## src/rtl/ram_arbiter.sv

```systemverilog
// Shared block-RAM arbiter: multiplexes the 6502 core and NUM_CLIENTS
// peripheral masters onto one RAM port. The CPU is paused only at an
// instruction boundary (cpu_sync), and every client grant is followed by one
// address-restore cycle so the RAM output is re-registered from cpu_addr
// before the core resumes.
module ram_arbiter #(
  parameter int ADDR_WIDTH  = 11,
  parameter int DATA_WIDTH  = 8,
  parameter int NUM_CLIENTS = 2,
  parameter int RR_MODE     = 0,
  parameter int MAX_GRANT   = 0
) (
  input  logic                              clk,
  input  logic                              reset,
  input  logic [ADDR_WIDTH-1:0]             cpu_addr,
  input  logic [DATA_WIDTH-1:0]             cpu_wdata,
  input  logic                              cpu_we,
  input  logic                              cpu_sync,
  output logic                              cpu_ready,
  input  logic [NUM_CLIENTS-1:0]            client_req,
  input  logic [NUM_CLIENTS*ADDR_WIDTH-1:0] client_addr,
  input  logic [NUM_CLIENTS*DATA_WIDTH-1:0] client_wdata,
  input  logic [NUM_CLIENTS-1:0]            client_we,
  output logic [NUM_CLIENTS-1:0]            client_grant,
  output logic [NUM_CLIENTS-1:0]            client_rvalid,
  output logic [ADDR_WIDTH-1:0]             ram_addr,
  output logic [DATA_WIDTH-1:0]             ram_wdata,
  output logic                              ram_we
);

  localparam int IDX_W = (NUM_CLIENTS > 1) ? $clog2(NUM_CLIENTS) : 1;
  localparam int CNT_W = (MAX_GRANT > 0) ? $clog2(MAX_GRANT + 1) : 1;

  typedef enum logic [1:0] {
    ST_RUN     = 2'd0,
    ST_GRANT   = 2'd1,
    ST_RESTORE = 2'd2
  } state_t;

  state_t                  state_q, state_d;
  logic [IDX_W-1:0]        win_q, win_d;     // client currently owning the RAM
  logic [IDX_W-1:0]        last_q, last_d;   // round-robin pointer (last winner)
  logic [CNT_W-1:0]        cnt_q, cnt_d;     // grant cycles already used
  logic                    cpu_ready_q;
  logic [NUM_CLIENTS-1:0]  grant_q, grant_d;
  logic [NUM_CLIENTS-1:0]  rvalid_q, rvalid_d;

  logic [ADDR_WIDTH-1:0]   c_addr  [NUM_CLIENTS];
  logic [DATA_WIDTH-1:0]   c_wdata [NUM_CLIENTS];
  logic [IDX_W-1:0]        pick;
  logic                    budget_ok;

  // Unpack the flat client buses into per-client arrays.
  generate
    for (genvar gi = 0; gi < NUM_CLIENTS; gi++) begin : g_unpack
      assign c_addr[gi]  = client_addr[gi*ADDR_WIDTH +: ADDR_WIDTH];
      assign c_wdata[gi] = client_wdata[gi*DATA_WIDTH +: DATA_WIDTH];
    end
  endgenerate

  // Winner selection: round robin looks strictly after the last winner first,
  // then wraps to the lowest index; fixed priority is just the wrap pass.
  always_comb begin
    logic found;
    found = 1'b0;
    pick  = '0;
    if (RR_MODE != 0) begin
      for (int i = 0; i < NUM_CLIENTS; i++) begin
        if (!found && client_req[i] && (i > int'(last_q))) begin
          found = 1'b1;
          pick  = IDX_W'(i);
        end
      end
    end
    for (int i = 0; i < NUM_CLIENTS; i++) begin
      if (!found && client_req[i]) begin
        found = 1'b1;
        pick  = IDX_W'(i);
      end
    end
  end

  // Another grant cycle is allowed while the used count stays under the cap.
  assign budget_ok = (MAX_GRANT == 0) || ((int'(cnt_q) + 1) < MAX_GRANT);

  // Next-state logic for the RUN / GRANT / RESTORE sequence.
  always_comb begin
    state_d = state_q;
    win_d   = win_q;
    last_d  = last_q;
    cnt_d   = cnt_q;
    case (state_q)
      ST_RUN: begin
        if ((|client_req) && cpu_sync) begin
          state_d = ST_GRANT;
          win_d   = pick;
          cnt_d   = '0;
          if (RR_MODE != 0) last_d = pick;
        end
      end
      ST_GRANT: begin
        if (!client_req[win_q] || !budget_ok) begin
          state_d = ST_RESTORE;
        end else if (MAX_GRANT != 0) begin
          cnt_d = cnt_q + CNT_W'(1);
        end
      end
      ST_RESTORE: state_d = ST_RUN;
      default:    state_d = ST_RESTORE;
    endcase
  end

  // Registered outputs follow the next state so they line up with it.
  always_comb begin
    grant_d  = '0;
    if (state_d == ST_GRANT) grant_d = NUM_CLIENTS'(1) << win_d;
    rvalid_d = grant_q & ~client_we;
  end

  // State and output registers.
  always_ff @(posedge clk) begin
    if (reset) begin
      state_q     <= ST_RESTORE;
      win_q       <= '0;
      last_q      <= IDX_W'(NUM_CLIENTS - 1);
      cnt_q       <= '0;
      cpu_ready_q <= 1'b0;
      grant_q     <= '0;
      rvalid_q    <= '0;
    end else begin
      state_q     <= state_d;
      win_q       <= win_d;
      last_q      <= last_d;
      cnt_q       <= cnt_d;
      cpu_ready_q <= (state_d == ST_RUN);
      grant_q     <= grant_d;
      rvalid_q    <= rvalid_d;
    end
  end

  // RAM port mux; writes are suppressed while reset is asserted so an
  // interrupted client write never lands.
  always_comb begin
    ram_addr  = cpu_addr;
    ram_wdata = cpu_wdata;
    ram_we    = 1'b0;
    case (state_q)
      ST_RUN: ram_we = cpu_we;
      ST_GRANT: begin
        ram_addr  = c_addr[win_q];
        ram_wdata = c_wdata[win_q];
        ram_we    = client_we[win_q];
      end
      default: ram_we = 1'b0;
    endcase
    if (reset) ram_we = 1'b0;
  end

  assign cpu_ready     = cpu_ready_q;
  assign client_grant  = grant_q;
  assign client_rvalid = rvalid_q;

endmodule

```

## config.mk

```make
export PLATFORM = sky130hd
export DESIGN_NAME = ram_arbiter
export DESIGN_NICKNAME = d
export VERILOG_FILES = /design/src/rtl/ram_arbiter.sv
export SDC_FILE = /design/constraint.sdc
export NUM_CORES = 1
export LEC_CHECK = 0
export BUFFER_PORTS_ARGS = -buffer_cell sky130_fd_sc_hd__buf_4
export CAP_MARGIN = 20
export CORE_UTILIZATION = 29
export DETAILED_ROUTE_END_ITERATION = 8
export PLACE_DENSITY_LB_ADDON = 0.15
export SLEW_MARGIN = 10
export SYNTH_ARGS = -nofsm -noshare
export SYNTH_HDL_FRONTEND = slang
export SYNTH_SLANG_ARGS = --single-unit
export TNS_END_PERCENT = 20
```

## constraint.sdc

```tcl
create_clock -name clk -period 1.1 [get_ports clk]
set_input_delay 0 -clock clk [delete_from_list [all_inputs] [get_ports clk]]
set_output_delay 0 -clock clk [all_outputs]
set_load 0.1 [all_outputs]
```

==> results.toml, run 1 <==
[yosys]
synth_most_common_cell = "mux2i_1"
synth-edff-count = 0
async_flop_share = 0
synth_area_um2 = 718
synth_top_area_share = 0.293
synth_common_cells = "mux2i_1, nand2_1, o21ai_0, dfxtp_1"
synthTopCellsByArea = "mux2i_1, dfxtp_1, o21ai_0, nand2_1, buf_2"
synth.yosys.seq_area_share = 0.223
synth_flop_cell = "dfxtp_1"
yosys_warnings = 0
ys_ff_latch = 8
netlist_instances = 92
yosysUniqueCellTypes = 20
synth_area_per_cell_um2 = 7.81
synth.net_count = 157
yosysTopAreaCell = "mux2i_1"

[floorplan]
io_pins = 90
die_h_um = 51.8
start_util = 0.316
num_rows = 17
die_x_um = 51.8

[clocking]
cts_root_buffer = "clkbuf_4"
clock_path_buffers = 2
cts_setup_buffers = 2
post_cts_resized = 96
hold_buffers = 3
cts.htree.levels = 1
cts.sinks = 8
numCtsBuffers = 3

[run_status]
lastStage = "4_1_cts"
status = "stopped before the end"
stop_error = "[ERROR DPL-0033] detailed placement checks failed during check placement."

[placement]
io_buffers = 89
placed_area_mm2 = 0.00168
numPlacedInstances = 212
post-dp-hpwl_mm = 2.20
gp_congestion = 0.728
[logic make-up after synthesis]
kind of cell / count (synthesis) / share of synthesized area
compound gates: 25 / 0.225
buf+inv: 8 / 0.0697
flops: 8 / 0.223
mux: 21 / 0.293
simple gates: 30 / 0.190
[through the flow]
| stage | worst slack, ns | hold WS [ns] | util | TNS (ns) |
|---|---|---|---|---|
| 3_3_place_gp | -0.102 | 0.172 | 0.737 | -1.32 |
| 3_5_place_dp | -0.169 | 0.178 | 0.737 | -2.34 |
| 2_1_floorplan | -0.496 | 0.0724 | - | -5.85 |
==> run 2, diff against run 1 <==
CORE_AREA = 2 2 63 65   (was not set)
CORE_UTILIZATION = not set   (was 29)
DIE_AREA = 0 0 65 67   (was not set)
clock period = 1.43 ns   (was 1.1 ns; I/O delays follow)
==> results.toml, run 2 <==
[worst_setup_path]
cp.required_ns = 1.43
crit_path_start_kind = "flip-flop"
end_kind = "primary output"
worst-path-max-fanout = 18
crit_family = "buffers and inverters"
crit_chain = "nand2b_4, buf_12, nand2_1, o21ai_2, buf_6"
worstPathArrival_ns = 1.40
critical-path-max-stage-delay_ns = 0.38
slowest_stage = "dfxtp_1"
crit_buf_inv = 2
crit_type = "reg -> out"

[finish]
final_common_cell = "buf_4"
area_growth_pct = 175
layout_common_cells = "buf_4, nand2_1, mux2i_1"
nNetsFinal = 255
drive_above_1_share = 0.681
post-route-util = 0.548
final_cells = 236
final_cell_area_mm2 = 0.00198
antenna_cells = 0

[placement]
placed_area_mm2 = 0.00164
gp_congestion = 0.855
pre_cts_slack_ns = 0.156
numPlacedInstances = 227
post-dp-hpwl_mm = 2.41
io_buffers = 89

[power]
power-per-cell-area_mw_per_mm2 = 737
power_leakage_nw = 0.900
pwr-share-clk = 0.188
seqPwrFrac = 0.170
switchingPower_mw = 0.668
switching_share = 0.459
peakVddDrop_mv = 0.610
comb_power_share = 0.642
p_int_mw = 0.789

[route]
dr.first_iter.drc_count = 22
wirelength_mm = 3.27
vias_per_cell = 4.48
dr_total_vias = 1058
drc = 0
ant_nets = 0
routedWlPerCell_um = 13.9
first_pass_iters = 4

[yosys]
synth_most_common_cell = "mux2i_1"
async_flop_share = 0
synth_common_cells = "mux2i_1, nand2_1, o21ai_0, dfxtp_1"
yosysTopAreaCell = "mux2i_1"
synth_area_um2 = 718
synth_area_per_cell_um2 = 7.81
synth-edff-count = 0
yosysUniqueCellTypes = 20
yosys_warnings = 0
synth.net_count = 157
synth.yosys.seq_area_share = 0.223
synth_flop_cell = "dfxtp_1"
ys_ff_latch = 8
netlist_instances = 92
synth_top_area_share = 0.293
synthTopCellsByArea = "mux2i_1, dfxtp_1, o21ai_0, nand2_1, buf_2"

[sta]
fin_worst_skew_ns = 0.000659
timing.final.ws_setup_ns = 0.0340
slew_violations = 0
worst_slew_pin_slew_ns = 0.398
setup_viol = 0
rsz0062_at_grt = "yes"
fmax_ghz = 0.716
relSlewSlack = 0.727
min_period_over_period = 0.976
finalCriticalPeriod_ns = 1.40
hold_viol = 0

[floorplan]
die_h_um = 67
die_x_um = 65
io_pins = 90
start_util = 0.199
num_rows = 22
core_area_mm2 = 0.00361
dieArea_mm2 = 0.00436

[clocking]
cts.htree.levels = 1
clock_path_buffers = 2
cts_setup_buffers = 0
numCtsBuffers = 3
cts_root_buffer = "clkbuf_8"
clock_latency_ns = 0.23
path_clk_slew_ns = 0.04
cts.sinks = 8
cts_tree = "done"

[job]
drv_cap = 0

[min_path]
hold_class = "in -> reg"

[run_status]
status = "finished clean"

[global_route]
track_usage = 0.154
grt_pass1_vias = 1099
grt_pass1_wl_mm = 5.21
grt_max_degree = 19
antenna_found_initial = 0
overflow = 0
run 2: per-stage QoR:
stage	TNS, ns	total power [mW]	hold slack (ns)
finish	0	1.46	0.0669
floorplan	-1.09	0.821	0.0724
global placement	0	1.05	0.174
global route	-0.233	1.51	0.0811
detailed placement	0	1.06	0.178
CTS	-0.0486	1.43	0.0564
run 2: routing by layer:
metal | part of all wire | track usage | vias to the layer above
li1 | - | - | 523
met1 | 0.36 | 0.159 | 484
met2 | 0.55 | 0.307 | 49
met3 | 0.083 | 0.0253 | 2
met4 | 0.0037 | 0.0612 | 0
met5 | 0 | 0 | -
run 2: timing repair:
action                     in CTS  in global routing
gates cloned                    1                  0
resized for setup              33                 22
hold buffers                    5                  0
hold endpoints to repair        3                  0
setup endpoints to repair      20                 19
run 2: power groups by stage:
stage          Sequential [mW]  Combinational [mW]  Clock (mW)
6_report                 0.247               0.936       0.274
5_1_grt                  0.249               0.972       0.287
4_1_cts                  0.248               0.894       0.283
3_5_place_dp             0.250               0.810           0
3_3_place_gp             0.249               0.801           0
2_1_floorplan            0.290               0.531           0
run 2: final timing paths:
path                            startpoint              end  slack [ns]  depth (start not counted)
worst max-delay path            state_q[1]     ram_wdata[7]        0.03                          5
worst min-delay path                 reset       state_q[1]        0.07                          2
worst max register to register       win_q  client_grant[0]        0.13                          4
worst min register to register  state_q[0]       state_q[0]        0.53                          1
run 2: area by class of cell:
| type | count | area [um^2] |
|---|---|---|
| timing repair buffer | 101 | 1010 |
| multi-input combinational | 76 | 701 |
| sequential | 8 | 164 |
| clock buffer | 3 | 41.3 |
| fill | 321 | 1630 |
| tap | 48 | 60.1 |
run 2: logic make-up (layout without fill, tap and decap cells):
logic type	after synthesis	count (layout)	synth area share
AO/OA/AOI/OAI	25	25	0.225
buffers and inverters	8	104	0.0697
flip-flops	8	8	0.223
multiplexers	21	21	0.293
AND/OR/NAND/NOR	30	30	0.190
run 2: worst reg2reg max path, cell delays in order (launching register included):
cell	delay, ns
dfxtp_1	0.35
buf_4	0.15
mux2i_1	0.39
a211oi_2	0.15
and2_1	0.15
(Power assumes the default switching activity.)
==> run 3, diff against run 2 <==
--- a/config.mk
+++ b/config.mk
@@ -6,4 +6,5 @@
 export NUM_CORES = 1
 export LEC_CHECK = 0
+export ABC_CLOCK_PERIOD_IN_PS = 1430
 export BUFFER_PORTS_ARGS = -buffer_cell sky130_fd_sc_hd__buf_4
 export CAP_MARGIN = 20
==> constraint.sdc (replaced) <==
create_clock -name clk -period 1.43 [get_ports clk]
set_input_delay 0 -clock clk [delete_from_list [all_inputs] [get_ports clk]]
set_output_delay 0 -clock clk [all_outputs]
set_load 0.02 [all_outputs]
==> results.toml, run 3 (synthesis results as in run 2) <==
[run_status]
status = "finished clean"

[route]
first_pass_iters = 2
dr_total_vias = 999
dr.first_iter.drc_count = 11
drc = 0
ant_nets = 0
vias_per_cell = 4.29
wirelength_mm = 2.76
routedWlPerCell_um = 11.9

[power]
peakVddDrop_mv = 0.474
power_leakage_nw = 0.757
power-per-cell-area_mw_per_mm2 = 613

[sta]
relSlewSlack = 0.764
min_period_over_period = 0.957
hold_viol = 0
tns_ns = 0
finalCriticalPeriod_ns = 1.37
worst_slew_pin_slew_ns = 0.344
fin_worst_skew_ns = 0.000253
fmax_ghz = 0.731
slew_violations = 0
setup_viol = 0
rsz0062_at_grt = "no"

[floorplan]
die_h_um = 67
start_util = 0.199
die_x_um = 65
io_pins = 90
num_rows = 22
core_area_mm2 = 0.00361
dieArea_mm2 = 0.00436

[worst_setup_path]
crit_start = "reset"
reg2reg_from = "win_q"
path_depth = 5
reg2reg_depth = 3
worst-path-max-fanout = 5
end_kind = "primary output"
cp.required_ns = 1.43
critical-path-max-stage-delay_ns = 0.54
cp_common_cell = "buf_4"
crit_buf_inv = 3
crit_chain = "dlygate4sd3_1, buf_4, or2_2, a211oi_1, buf_4"
slowest_stage = "dlygate4sd3_1"
crit_path_start_kind = "input port"
crit_family = "buffers and inverters"
rrSetupSlack_ns = 0.29
worstPathArrival_ns = 1.37
crit_type = "in -> out"

[finish]
fill_cells = 366
final_common_cell = "buf_4"
drive_above_1_share = 0.551
nNetsFinal = 252
layout.area.seq_um2 = 163
post-route-util = 0.430
multiInputGateArea_um2 = 508
layout_common_cells = "buf_4, mux2i_1, nand2_1"
area_growth_pct = 116
antenna_cells = 0

[clocking]
clock_path_buffers = 2
cts_setup_buffers = 0
cts.sinks = 8
numCtsBuffers = 3
cts_root_buffer = "clkbuf_8"
cts.htree.levels = 1
clock_latency_ns = 0.23
path_clk_slew_ns = 0.04
cts_tree = "done"

[global_route]
grt_pass1_vias = 974
grt_util_met1 = 0.119
grt_pass1_wl_mm = 4.13
grt_max_degree = 39
grtUsageMet3 = 0.0355
busiest_layer = "met2"
overflow = 0
antenna_found_initial = 0
track_usage = 0.119
grt_use_met2 = 0.233

[min_path]
hold_class = "in -> reg"
whs_path_depth = 4
min-delay-start = "client_req[0]"

[placement]
io_buffers = 89
gp_congestion = 0.698
post-dp-hpwl_mm = 2.30

[job]
drv_cap = 0
## run 3: cell count changes in the layout (fill, tap and decap cells not counted), moves of 5 or more
| cell | before | now |
|---|---|---|
| buf_12 | 14 | 2 |
| buf_4 | 72 | 90 |
| o21ai_0 | 0 | 19 |
| o21ai_2 | 7 | 0 |
| o21ai_4 | 12 | 0 |
| buf_6 | 6 | 1 |
## run 3: per-stage QoR
step                      total power [mW]  cell area [um^2]  hold WS, ns  setup WS, ns  instances
after floorplan                      0.437               718       0.0724         0.127         92
final                                0.949              1550        0.169        0.0621        233
after detailed placement             0.677              1450        0.176         0.197        225
after global placement               0.667              1450        0.175         0.263        225
after global routing                  1.01              1550        0.180       0.00539        233
after CTS                            0.960              1550        0.168        0.0384        233
## run 3: tightest hold or removal path, delay by kind of cell
kind | cells | cell delay [ns]
buffers and inverters | 1 | 0.12
and+or+nand+nor | 2 | 0.14
AOI/OAI and AO/OA | 1 | 0.10
## run 3: worst paths after layout
| path | to |
|---|---|
| max reg2reg | client_grant[0] |
| max | ram_we |
| min reg2reg | cpu_ready |
| min | win_q |
## run 3: cell type report
type,count,share of cell area
timing repair buffer,98,0.502
clock buffer,3,0.0267
multi-input combinational,76,0.328
sequential,8,0.105
tap,48,0.0388
## run 3: routing by layer
metal	up-vias	routed length, um	part of all wire
li1	515	-	-
met2	49	1450	0.53
met1	435	1010	0.36
met5	-	0	0
met4	0	0	0
met3	0	301	0.11
## run 3: report_power, final
| part | switching, mW | internal, mW |
|---|---|---|
| registers | 0.0115 | 0.237 |
| logic | 0.183 | 0.246 |
| clock network | 0.0887 | 0.182 |
## run 3: repair_timing
action / CTS / global route
resized for setup: 1 / 2
setup endpoints to repair: 4 / 11
hold buffers: 5 / 0
endpoints found under the hold margin: 3 / 0
pin swaps: 0 / 0
